### src/rtl/periodic_framer_gen_if.sv
// Stream and settings-bus bundle for periodic_framer_gen.
//   set_stb/set_addr/set_data : settings write port (register block)
//   i_tdata/i_ttrig/i_tvalid/i_tready : input sample stream, i_ttrig marks a detector hit
//   o_tdata/o_tlast/o_frame_idx/o_tvalid/o_tready : framed output stream
// master = the side that drives settings and input samples and consumes output;
// slave  = the framer itself.
interface periodic_framer_gen_if #(
    parameter int WIDTH = 32,
    parameter int IDX_W = 8
);
    logic              set_stb;
    logic [7:0]        set_addr;
    logic [31:0]       set_data;

    logic [WIDTH-1:0]  i_tdata;
    logic              i_ttrig;
    logic              i_tvalid;
    logic              i_tready;

    logic [WIDTH-1:0]  o_tdata;
    logic              o_tlast;
    logic [IDX_W-1:0]  o_frame_idx;
    logic              o_tvalid;
    logic              o_tready;

    modport master (
        output set_stb, set_addr, set_data,
        output i_tdata, i_ttrig, i_tvalid,
        input  i_tready,
        input  o_tdata, o_tlast, o_frame_idx, o_tvalid,
        output o_tready
    );

    modport slave (
        input  set_stb, set_addr, set_data,
        input  i_tdata, i_ttrig, i_tvalid,
        output i_tready,
        output o_tdata, o_tlast, o_frame_idx, o_tvalid,
        input  o_tready
    );
endinterface

### src/rtl/periodic_framer_gen.sv
// Periodic framer: after a trigger sample, skip OFFSET beats, then repeatedly forward
// FRAME_LEN beats (tlast on the last) and drop GAP_LEN beats, for MAX_FRAMES frames
// (0 = run until reset or retrigger).
// Ports:
//   ce_clk      clock
//   ce_rst      asynchronous reset, active low
//   bus         settings + input/output streams (slave view)
//   busy        high whenever a burst is in progress
//   frames_done frames completed in the current/last burst (saturating)
//
// state | meaning
// IDLE  | waiting for a trigger beat, input beats dropped
// OFFS  | dropping the remaining offset beats after the trigger
// FRAME | forwarding frame samples
// GAP   | dropping cyclic-prefix beats between frames
module periodic_framer_gen #(
    parameter int WIDTH   = 32,
    parameter int CNT_W   = 16,
    parameter int IDX_W   = 8,
    parameter int SR_BASE = 130
) (
    input  logic                 ce_clk,
    input  logic                 ce_rst,
    periodic_framer_gen_if.slave bus,
    output logic                 busy,
    output logic [CNT_W-1:0]     frames_done
);
    typedef enum logic [1:0] {IDLE, OFFS, FRAME, GAP} state_t;

    localparam logic [7:0] A_FRAME = 8'(SR_BASE);
    localparam logic [7:0] A_GAP   = 8'(SR_BASE + 1);
    localparam logic [7:0] A_OFFS  = 8'(SR_BASE + 2);
    localparam logic [7:0] A_MAX   = 8'(SR_BASE + 3);
    localparam logic [7:0] A_MODE  = 8'(SR_BASE + 4);
    localparam logic [CNT_W-1:0] ONE = CNT_W'(1);
    localparam logic [CNT_W-1:0] TWO = CNT_W'(2);

    logic [CNT_W-1:0] frame_len, gap_len, offset, max_frames;
    logic             retrig;
    logic [CNT_W-1:0] sh_len, sh_gap, sh_max;
    logic             sh_retrig;

    state_t           state, state_d;
    logic [CNT_W-1:0] cnt, cnt_d, done_d;
    logic [IDX_W-1:0] frame_idx, idx_d;

    logic             beat, start, fwd, tlast_d;
    logic [CNT_W-1:0] e_len, e_gap, e_max, e_cnt, e_done, done_inc;
    logic [IDX_W-1:0] e_idx;
    logic [CNT_W-1:0] wr_val;
    logic             unused_set_bits;

    assign wr_val          = bus.set_data[CNT_W-1:0];
    assign unused_set_bits = ^bus.set_data;

    always_ff @(posedge ce_clk or negedge ce_rst) begin
        if (!ce_rst) begin
            frame_len  <= CNT_W'(64);
            gap_len    <= CNT_W'(16);
            offset     <= '0;
            max_frames <= ONE;
            retrig     <= 1'b0;
        end else if (bus.set_stb) begin
            case (bus.set_addr)
                A_FRAME: frame_len  <= (wr_val == '0) ? ONE : wr_val;
                A_GAP:   gap_len    <= wr_val;
                A_OFFS:  offset     <= wr_val;
                A_MAX:   max_frames <= wr_val;
                A_MODE:  retrig     <= bus.set_data[0];
                default: ;
            endcase
        end
    end

    assign bus.i_tready = ~bus.o_tvalid | bus.o_tready;
    assign beat         = bus.i_tvalid & bus.i_tready;
    // A trigger restarts the burst from IDLE, or from anywhere when the running
    // burst was latched with retrigger enabled.
    assign start        = beat & bus.i_ttrig & ((state == IDLE) | sh_retrig);

    // On a starting beat the fresh register values apply to that very beat,
    // otherwise the shadows of the running burst.
    assign e_len    = start ? frame_len : sh_len;
    assign e_gap    = start ? gap_len : sh_gap;
    assign e_max    = start ? max_frames : sh_max;
    assign e_cnt    = start ? frame_len - ONE : cnt;
    assign e_done   = start ? '0 : frames_done;
    assign e_idx    = start ? '0 : frame_idx;
    assign done_inc = (e_done == '1) ? e_done : e_done + ONE;

    always_ff @(posedge ce_clk or negedge ce_rst) begin
        if (!ce_rst) begin
            state       <= IDLE;
            cnt         <= '0;
            frames_done <= '0;
            frame_idx   <= '0;
            sh_len      <= CNT_W'(64);
            sh_gap      <= CNT_W'(16);
            sh_max      <= ONE;
            sh_retrig   <= 1'b0;
        end else begin
            state       <= state_d;
            cnt         <= cnt_d;
            frames_done <= done_d;
            frame_idx   <= idx_d;
            if (start) begin
                sh_len    <= frame_len;
                sh_gap    <= gap_len;
                sh_max    <= max_frames;
                sh_retrig <= retrig;
            end
        end
    end

    // cnt holds the beats still to go in the current phase minus one.
    always_comb begin
        state_d = state;
        cnt_d   = cnt;
        done_d  = frames_done;
        idx_d   = frame_idx;
        if (beat) begin
            if (start) begin
                done_d = '0;
                idx_d  = '0;
            end
            if (fwd) begin
                if (e_cnt == '0) begin
                    done_d = done_inc;
                    idx_d  = e_idx + IDX_W'(1);
                    if ((e_max != '0) && (done_inc == e_max)) begin
                        state_d = IDLE;
                        cnt_d   = '0;
                    end else if (e_gap == '0) begin
                        state_d = FRAME;
                        cnt_d   = e_len - ONE;
                    end else begin
                        state_d = GAP;
                        cnt_d   = e_gap - ONE;
                    end
                end else begin
                    state_d = FRAME;
                    cnt_d   = e_cnt - ONE;
                end
            end else if (start) begin
                // trigger beat itself counts as the first offset beat
                if (offset == ONE) begin
                    state_d = FRAME;
                    cnt_d   = frame_len - ONE;
                end else begin
                    state_d = OFFS;
                    cnt_d   = offset - TWO;
                end
            end else if ((state == OFFS) || (state == GAP)) begin
                if (cnt == '0) begin
                    state_d = FRAME;
                    cnt_d   = sh_len - ONE;
                end else begin
                    cnt_d = cnt - ONE;
                end
            end
        end
    end

    always_comb begin
        fwd     = beat & (start ? (offset == '0) : (state == FRAME));
        tlast_d = (e_cnt == '0);
        busy    = (state != IDLE);
    end

    always_ff @(posedge ce_clk or negedge ce_rst) begin
        if (!ce_rst) begin
            bus.o_tvalid    <= 1'b0;
            bus.o_tdata     <= '0;
            bus.o_tlast     <= 1'b0;
            bus.o_frame_idx <= '0;
        end else if (bus.i_tready) begin
            bus.o_tvalid <= fwd;
            if (fwd) begin
                bus.o_tdata     <= bus.i_tdata;
                bus.o_tlast     <= tlast_d;
                bus.o_frame_idx <= e_idx;
            end
        end
    end
endmodule
### src/flat_wrapper.sv
// flat-port wrapper written by rule: the top's interface ports become plain ports
module periodic_framer_gen_flat 
#(
    parameter int WIDTH   = 32,
    parameter int CNT_W   = 16,
    parameter int IDX_W   = 8,
    parameter int SR_BASE = 130
)
  (ce_clk, ce_rst, busy, frames_done, bus_set_stb, bus_set_addr, bus_set_data, bus_i_tdata, bus_i_ttrig, bus_i_tvalid, bus_i_tready, bus_o_tdata, bus_o_tlast, bus_o_frame_idx, bus_o_tvalid, bus_o_tready);
  periodic_framer_gen_if #(.WIDTH(WIDTH), .IDX_W(IDX_W)) bus_i ();
  input  logic ce_clk;
  input  logic ce_rst;
  output logic busy;
  output logic [CNT_W-1:0] frames_done;
  input wire logic [$bits(bus_i.set_stb)-1:0] bus_set_stb;
  input wire logic [$bits(bus_i.set_addr)-1:0] bus_set_addr;
  input wire logic [$bits(bus_i.set_data)-1:0] bus_set_data;
  input wire logic [$bits(bus_i.i_tdata)-1:0] bus_i_tdata;
  input wire logic [$bits(bus_i.i_ttrig)-1:0] bus_i_ttrig;
  input wire logic [$bits(bus_i.i_tvalid)-1:0] bus_i_tvalid;
  output wire logic [$bits(bus_i.i_tready)-1:0] bus_i_tready;
  output wire logic [$bits(bus_i.o_tdata)-1:0] bus_o_tdata;
  output wire logic [$bits(bus_i.o_tlast)-1:0] bus_o_tlast;
  output wire logic [$bits(bus_i.o_frame_idx)-1:0] bus_o_frame_idx;
  output wire logic [$bits(bus_i.o_tvalid)-1:0] bus_o_tvalid;
  input wire logic [$bits(bus_i.o_tready)-1:0] bus_o_tready;
  assign bus_i.set_stb = bus_set_stb;
  assign bus_i.set_addr = bus_set_addr;
  assign bus_i.set_data = bus_set_data;
  assign bus_i.i_tdata = bus_i_tdata;
  assign bus_i.i_ttrig = bus_i_ttrig;
  assign bus_i.i_tvalid = bus_i_tvalid;
  assign bus_i_tready = bus_i.i_tready;
  assign bus_o_tdata = bus_i.o_tdata;
  assign bus_o_tlast = bus_i.o_tlast;
  assign bus_o_frame_idx = bus_i.o_frame_idx;
  assign bus_o_tvalid = bus_i.o_tvalid;
  assign bus_i.o_tready = bus_o_tready;
  periodic_framer_gen #(.WIDTH(WIDTH), .CNT_W(CNT_W), .IDX_W(IDX_W), .SR_BASE(SR_BASE)) u_core (.ce_clk(ce_clk), .ce_rst(ce_rst), .bus(bus_i), .busy(busy), .frames_done(frames_done));
endmodule
### config.mk
export PLATFORM = sky130hd
export DESIGN_NAME = periodic_framer_gen_flat
export DESIGN_NICKNAME = d
export VERILOG_FILES = /design/src/rtl/periodic_framer_gen_if.sv /design/src/rtl/periodic_framer_gen.sv /design/src/flat_wrapper.sv
export SDC_FILE = /design/constraint.sdc
export NUM_CORES = 1
export LEC_CHECK = 0
export ABC_AREA = 1
export ABC_CLOCK_PERIOD_IN_PS = 2900
export CORE_MARGIN = 2
export CORE_UTILIZATION = 52
export CTS_BUF_LIST = sky130_fd_sc_hd__clkbuf_8 sky130_fd_sc_hd__clkbuf_16
export CTS_CLUSTER_DIAMETER = 200
export DETAILED_ROUTE_END_ITERATION = 10
export PLACE_DENSITY = 0.78
export SYNTH_ARGS = -nofsm -noshare
export SYNTH_HDL_FRONTEND = slang
export SYNTH_SLANG_ARGS = --single-unit
### constraint.sdc
create_clock -name ce_clk -period 2.9 [get_ports ce_clk]
set_input_delay 0.725 -clock ce_clk [delete_from_list [all_inputs] [get_ports ce_clk]]
set_output_delay 0.725 -clock ce_clk [all_outputs]
set_load 0.02 [all_outputs]
==> qor.yml, run 1 <==
status: "complete, but fails checks"
violations: "setup timing"
cts_tree: "built"
syn_nets: 1748
syn_area_um2: 11900
arrival_ns: 3.46
insertion_delay_ns: 0.46
core_area_um2: 22600
grtUsageTotal: 0.333
die_w_um: 156
top_usage_layer: "met2"
synth_ff_type: "dfrtp_1"
grt_overflow: 0
worstMarginPinSlew_ns: 0.704
synth_common_cells: "nand2_1, dfrtp_1, inv_1"
ys_warn_count: 0
dr.pass1.iters: 5
grt_util_met3: 0.0633
fin_nets: 2109
cpLargestDelayFamily: "simple AND/OR/NAND/NOR gates"
leakage_uw: 0.00845
cp_num_buf_inv: 4
finalCritPeriodShare: 1.07
path_max_fanout: 25
dp_cells: 2241
numCtsBuffers: 17
cp_slowest_cell: "dfrtp_2"
place_hpwl_mm: 28.1
syn_to_final_growth_pct: 42.9
gp_congestion: 1.00
ir_drop_mv: 0.576
rows: 55
critPathLaunchType: "flip-flop"
intPower_uw: 9200
dieArea_um2: 24200
clkPwrFrac: 0.153
hold_class: "primary input to async pin"
end_kind: "flip-flop"
power_frac_comb: 0.609
powerDensity_nw_per_um2: 974
finalSetupViolCount: 42
critical_path_depth: 23
viasPerCell: 5.73
cp_common_cell: "nand2_1"
die_y_um: 156
grt_first_pass_wirelength_mm: 63.6
h-tree-depth: 4
stdcell_count: 2321
postSynthRegisterBits: 198
synth_edf_count: 0
drt-total-wl_mm: 42.0
grt_max_degree: 78
fmax_mhz: 321
finalCriticalPeriod_ns: 3.12
antenna_found_initial: 0
sequentialPowerShare: 0.237
start_util: 0.529
grt_pass1_vias: 12600
synth_cells: 1662
drc: 0
reg2reg_depth: 23
cts_root_buf: "clkbuf_16"
clockBufferDepth: 2
async_flop_share: 1.00
port_buffers: 121
synthTopCellsByArea: "dfrtp_1, nand2_1, o21ai_0, inv_1, nor2_1"
pin_count: 138
rrSetupSlack_ns: -0.22
ant_nets: 0
met2_usage: 0.547
wl_per_cell_um: 18.1
switching_share: 0.447
setup_slack_ns: -0.216
rsz0062_at_grt: "true"
synth_top_area_frac: 0.402
required_ns: 3.24
slowest_delay_ns: 0.46
cts.sinks: 198
num_antenna_cells: 0
power.switching_uw: 7430
skew_ns: 0.0123
maxCapViolCount: 0
initialDrtViolationCount: 1488
synth_top_area_cell: "dfrtp_1"
ctsHoldBuffers: 0
synth.most_common_cell: "nand2_1"
fillers: 1536
ys_seq_area_frac: 0.415
dp_slack_ns: -0.966
grt_use_met1: 0.432
path_clk_slew_ns: 0.08
num_vias: 13300
slew_headroom: 0.526
path_cells: "buf_4, a21oi_4, nand3_4, buf_12, nand2_1, nand2_1, nor2_2, nand2_2, nor2_4, nand2_4, buf_4, nand2_1, o21ai_2, nand2_1, nor2_4, nand2_2, nand2_1, nand2_1, clkinv_1, nand2_2, nand2_1, nand2_1, a21oi_2"
ys_types: 53
drv_slew: 0
avgSynthCellArea_um2: 7.19
drive_above_1_share: 0.262
crit_type: "flip-flop to flip-flop"
hold_viol_final: 0
## flip-flops by register name, summed over array words and instances (netlist names)
register,cells
u_core.sh_max,16
u_core.bus.o_frame_idx,8
u_core.retrig,1
u_core.bus.o_tlast,1
u_core.offset,16
u_core.frame_idx,8
u_core.cnt,16
u_core.sh_len,16
u_core.state,2
u_core.frame_len,16
u_core.sh_gap,16
u_core.max_frames,16
u_core.sh_retrig,1
u_core.bus.o_tvalid,1
u_core.bus.o_tdata,32
u_core.gap_len,16
u_core.frames_done,16
## kinds of logic (layout without fill, tap and decap cells)
logic type	after synthesis	after routing	synth area share
buf+inv	254	626	0.0926
compound gates	263	263	0.126
simple gates	894	896	0.325
fa+ha+maj	8	8	0.00838
flops	198	198	0.415
xor+xnor	45	45	0.0330
## timing repair
item	4_1_cts	5_1_grt
gates resized for setup	130	107
endpoints found under the hold margin	0	0
pin swaps	52	57
setup buffers	31	9
setup endpoints to repair	43	43
gates cloned	8	1
## stage by stage
stage	hold WS, ns	setup TNS [ns]	area [um^2]	power (uW)	utilization
final	0.244	-3.93	17100	16600	0.756
after global routing	0.275	-10.71	17100	17500	0.756
after global placement	0.453	-50.79	15100	12100	0.668
after CTS	0.266	-1.01	16600	15800	0.735
after detailed placement	0.461	-52.33	15100	12300	0.668
after floorplan	0.429	-3.21	12000	8560	-
## power by group through the flow
stage                     Combinational (uW)  Clock, uW  Sequential [uW]
final                                  10100       2550             3950
after global routing                   10800       2670             4010
after CTS                               9300       2550             3910
after detailed placement                8330          0             3950
after global placement                  8210          0             3930
after floorplan                         4330          0             4230
## cell type report
type	instances	area, um^2	area share
flip-flops and latches	198	4960	0.291
clock buffers	18	439	0.0257
repair buffers	396	3630	0.213
clock inverters	14	206	0.0121
inverters	197	773	0.0453
well taps	285	357	0.0209
repair inverters	1	7.51	0.000440
multi-input cells	1212	6690	0.392
## path summary, 6_finish.rpt
check	start	endpoint
max	u_core.bus.o_tvalid	u_core.cnt[9]
min	ce_rst	u_core.sh_gap[1]
max reg2reg	u_core.bus.o_tvalid	u_core.cnt[9]
min reg2reg	u_core.bus.o_tdata[18]	u_core.bus.o_tdata[18]
max in group asynchronous	ce_rst	u_core.bus.o_tvalid
min in group ce_clk	u_core.bus.o_tdata[18]	u_core.bus.o_tdata[18]
## layout by cell type, fill, tap and decap left out, types with 8 or more instances in the layout
cell type / Yosys / final
a21oi_1: 34 / 30
a31oi_1: 13 / 12
buf_12: 0 / 12
buf_4: 3 / 238
buf_6: 17 / 19
clkbuf_16: 0 / 19
clkdlybuf4s50_1: 0 / 117
clkinv_8: 0 / 8
dfrtp_1: 192 / 190
inv_1: 186 / 176
inv_2: 10 / 14
nand2_1: 529 / 484
nand2_2: 17 / 46
nand2_4: 2 / 18
nand3_1: 99 / 78
nand3_2: 8 / 23
nand4_1: 27 / 27
nor2_1: 145 / 122
nor2_2: 17 / 17
nor2_4: 7 / 30
nor3_1: 15 / 12
o211ai_1: 10 / 10
o21ai_0: 146 / 127
o21ai_1: 24 / 34
o21ai_2: 7 / 13
xor2_1: 38 / 33
## per-layer routing
metal  share of wire  routed length (um)
met1            0.38               16100
met2            0.47               19700
met3           0.091                3840
met4           0.055                2320
met5               0                   0
Note: power is estimated with default switching activity, not from simulation.
==> inputs of run 2 (changes only) <==
--- a/config.mk
+++ b/config.mk
@@ -5,7 +5,6 @@
 export SDC_FILE = /design/constraint.sdc
 export NUM_CORES = 1
 export LEC_CHECK = 0
-export ABC_AREA = 1
 export ABC_CLOCK_PERIOD_IN_PS = 2900
 export CORE_MARGIN = 2
 export CORE_UTILIZATION = 52
==> run 2 against run 1 <==
  * The flow still finishes with violations (setup timing)
  * Register-to-register slack worse by 0.38 ns
  * Power decreased by 21%
  * Critical path depth is 3 lower
  * Area after synthesis rose by 0.90%
==> qor.yml, run 2 <==
place_hpwl_mm: 32.3
core_area_um2: 22700
syn_to_final_growth_pct: 45.6
grt_pass1_vias: 12700
initialDrtViolationCount: 1809
port_buffers: 121
power.switching_uw: 5450
ys_seq_area_frac: 0.412
antenna_found_initial: 2
ys_types: 83
violations: "setup timing"
finalCriticalPeriod_ns: 3.51
h-tree-depth: 4
die_w_um: 156
gp_congestion: 1.06
ant_nets: 0
hold_class: "primary input to async pin"
required_ns: 3.24
clkPwrFrac: 0.190
p_total_uw: 13200
drv_slew: 0
path_max_fanout: 7
pin_count: 138
synth_edf_count: 0
drive_above_1_share: 0.332
arrival_ns: 3.85
cp_common_cell: "buf_6"
switching_share: 0.413
reg2reg_depth: 13
crit_type: "primary input to flip-flop"
leakage_uw: 0.00838
sequentialPowerShare: 0.272
ctsHoldBuffers: 0
syn_nets: 1457
grt_max_degree: 65
cp_slowest_cell: "a311oi_2"
synth_ff_type: "dfrtp_1"
synth_cells: 1371
wl_per_cell_um: 21.6
rsz0062_at_grt: "true"
die_y_um: 156
avgSynthCellArea_um2: 8.79
route.met3.wl_mm: 4.95
intPower_uw: 7740
ir_drop_mv: 0.594
final_common_cell: "buf_4"
grtUsageTotal: 0.370
skew_ns: 0.0134
slew_headroom: 0.570
async_flop_share: 1.00
finalCritPeriodShare: 1.21
insertion_delay_ns: 0.46
fin_util: 0.772
r2r-start: "u_core.frame_len[1]"
clockBufferDepth: 2
cts_root_buf: "clkbuf_16"
drt-total-wl_mm: 45.0
rrSetupSlack_ns: -0.60
powerDensity_nw_per_um2: 752
dp_slack_ns: -1.26
synth_top_area_frac: 0.399
synthTopCellsByArea: "dfrtp_1, nand2_1, mux2_2, xnor2_1, a21oi_1"
seq_area_um2: 4960
fin_tns_setup_ns: -19.44
synth_top_area_cell: "dfrtp_1"
status: "complete, but fails checks"
cts_tree: "built"
grt_overflow: 0
largest_register_ffs: 32
worstMarginPinSlew_ns: 0.640
regMostFlops: "u_core.bus.o_tdata"
hold_viol_final: 0
setup_slack_ns: -0.611
rows: 55
maxCapViolCount: 0
synth_common_cells: "nand2_1, dfrtp_1, nor2_1"
power_frac_comb: 0.538
end_kind: "flip-flop"
numCtsBuffers: 17
viasPerCell: 6.32
ys_warn_count: 0
cts.sinks: 198
dieArea_um2: 24400
finalSetupViolCount: 43
num_antenna_cells: 0
multi_input_area_um2: 7380
slowest_delay_ns: 0.37
fmax_mhz: 285
dr.pass1.iters: 6
path_clk_slew_ns: 0.09
critPathLaunchType: "primary input"
path_cells: "buf_6, and2b_2, clkinv_4, nand3_4, and2_4, ha_4, nand4_1, a311oi_2, buf_4, nand3_4, xnor2_2, o31ai_1, a221o_1, nor4_4, buf_6, buf_12, buf_6, buf_6, o31ai_2, o22a_1"
top_layer: "met4"
drc: 0
syn_area_um2: 12100
postSynthRegisterBits: 198
num_vias: 13100
fillers: 1503
start_util: 0.531
synth.most_common_cell: "nand2_1"
wl_met1_mm: 18.0
wl_met2_mm: 19.9
fin_nets: 1866
critPathLaunch: "bus_o_tready"
timing.rr.end: "u_core.frames_done[5]"
layout_common_cells: "buf_4, nand2_1, dfrtp_1, clkdlybuf4s50_1, nor2_1"
grt_first_pass_wirelength_mm: 70.1
==> run 2: logic make-up after synthesis <==
logic type,after synthesis,synth area share
xor+xnor,76,0.0552
fa+ha+maj,8,0.00831
mux,98,0.0885
buf+inv,113,0.0406
compound gates,278,0.155
flops,198,0.412
simple gates,600,0.240
==> run 2: metrics by stage <==
step	std cells	area, um^2	hold slack, ns
6_report	2078	17500	0.240
3_5_place_dp	1996	15700	0.457
5_1_grt	2078	17500	0.280
4_1_cts	2067	17200	0.259
2_1_floorplan	1371	12200	0.429
3_3_place_gp	1996	15700	0.448
==> run 2: layout make-up <==
cell class | instances | area share
Clock buffer | 17 | 0.0243
Clock inverter | 15 | 0.0107
Inverter | 33 | 0.00749
Multi-Input combinational cell | 1061 | 0.421
Sequential cell | 198 | 0.283
Tap cell | 285 | 0.0203
Timing Repair Buffer | 469 | 0.234
==> run 2: worst max-delay path: cells and delay by family <==
kind	cells	cell delay, ns
buffers and inverters	7	0.85
adder cells (fa/ha/maj)	1	0.14
AND/OR/NAND/NOR	6	1.03
XOR/XNOR	1	0.13
AO/OA/AOI/OAI	5	0.96
==> run 2: power by group through the flow <==
stage          clock, uW  sequential (uW)  combinational, uW
2_1_floorplan          0             3850               3130
3_3_place_gp           0             3590               6210
3_5_place_dp           0             3610               6320
4_1_cts             2520             3560               6690
5_1_grt             2640             3630               7570
6_report            2500             3590               7100
==> run 2: timing repair <==
item	4_1_cts	5_1_grt
gates cloned	3	0
endpoints found under the setup margin	85	75
buffers inserted	40	15
pin swaps	67	46
resized for setup	118	70
==> run 2: worst max-delay path by stage <==
stage / to / depth (start not counted)
final: u_core.cnt[9] / 20
after global routing: u_core.cnt[14] / 17
after CTS: u_core.frames_done[5] / 12
after detailed placement: u_core.cnt[5] / 17
after global placement: u_core.cnt[5] / 17
after floorplan: u_core.cnt[9] / 21
==> run 2: per-layer routing <==
layer  up-vias  track usage
met1      6305        0.504
met3       169       0.0770
met2       904        0.577
li1       5765            -
met4         0        0.158
met5         -            0
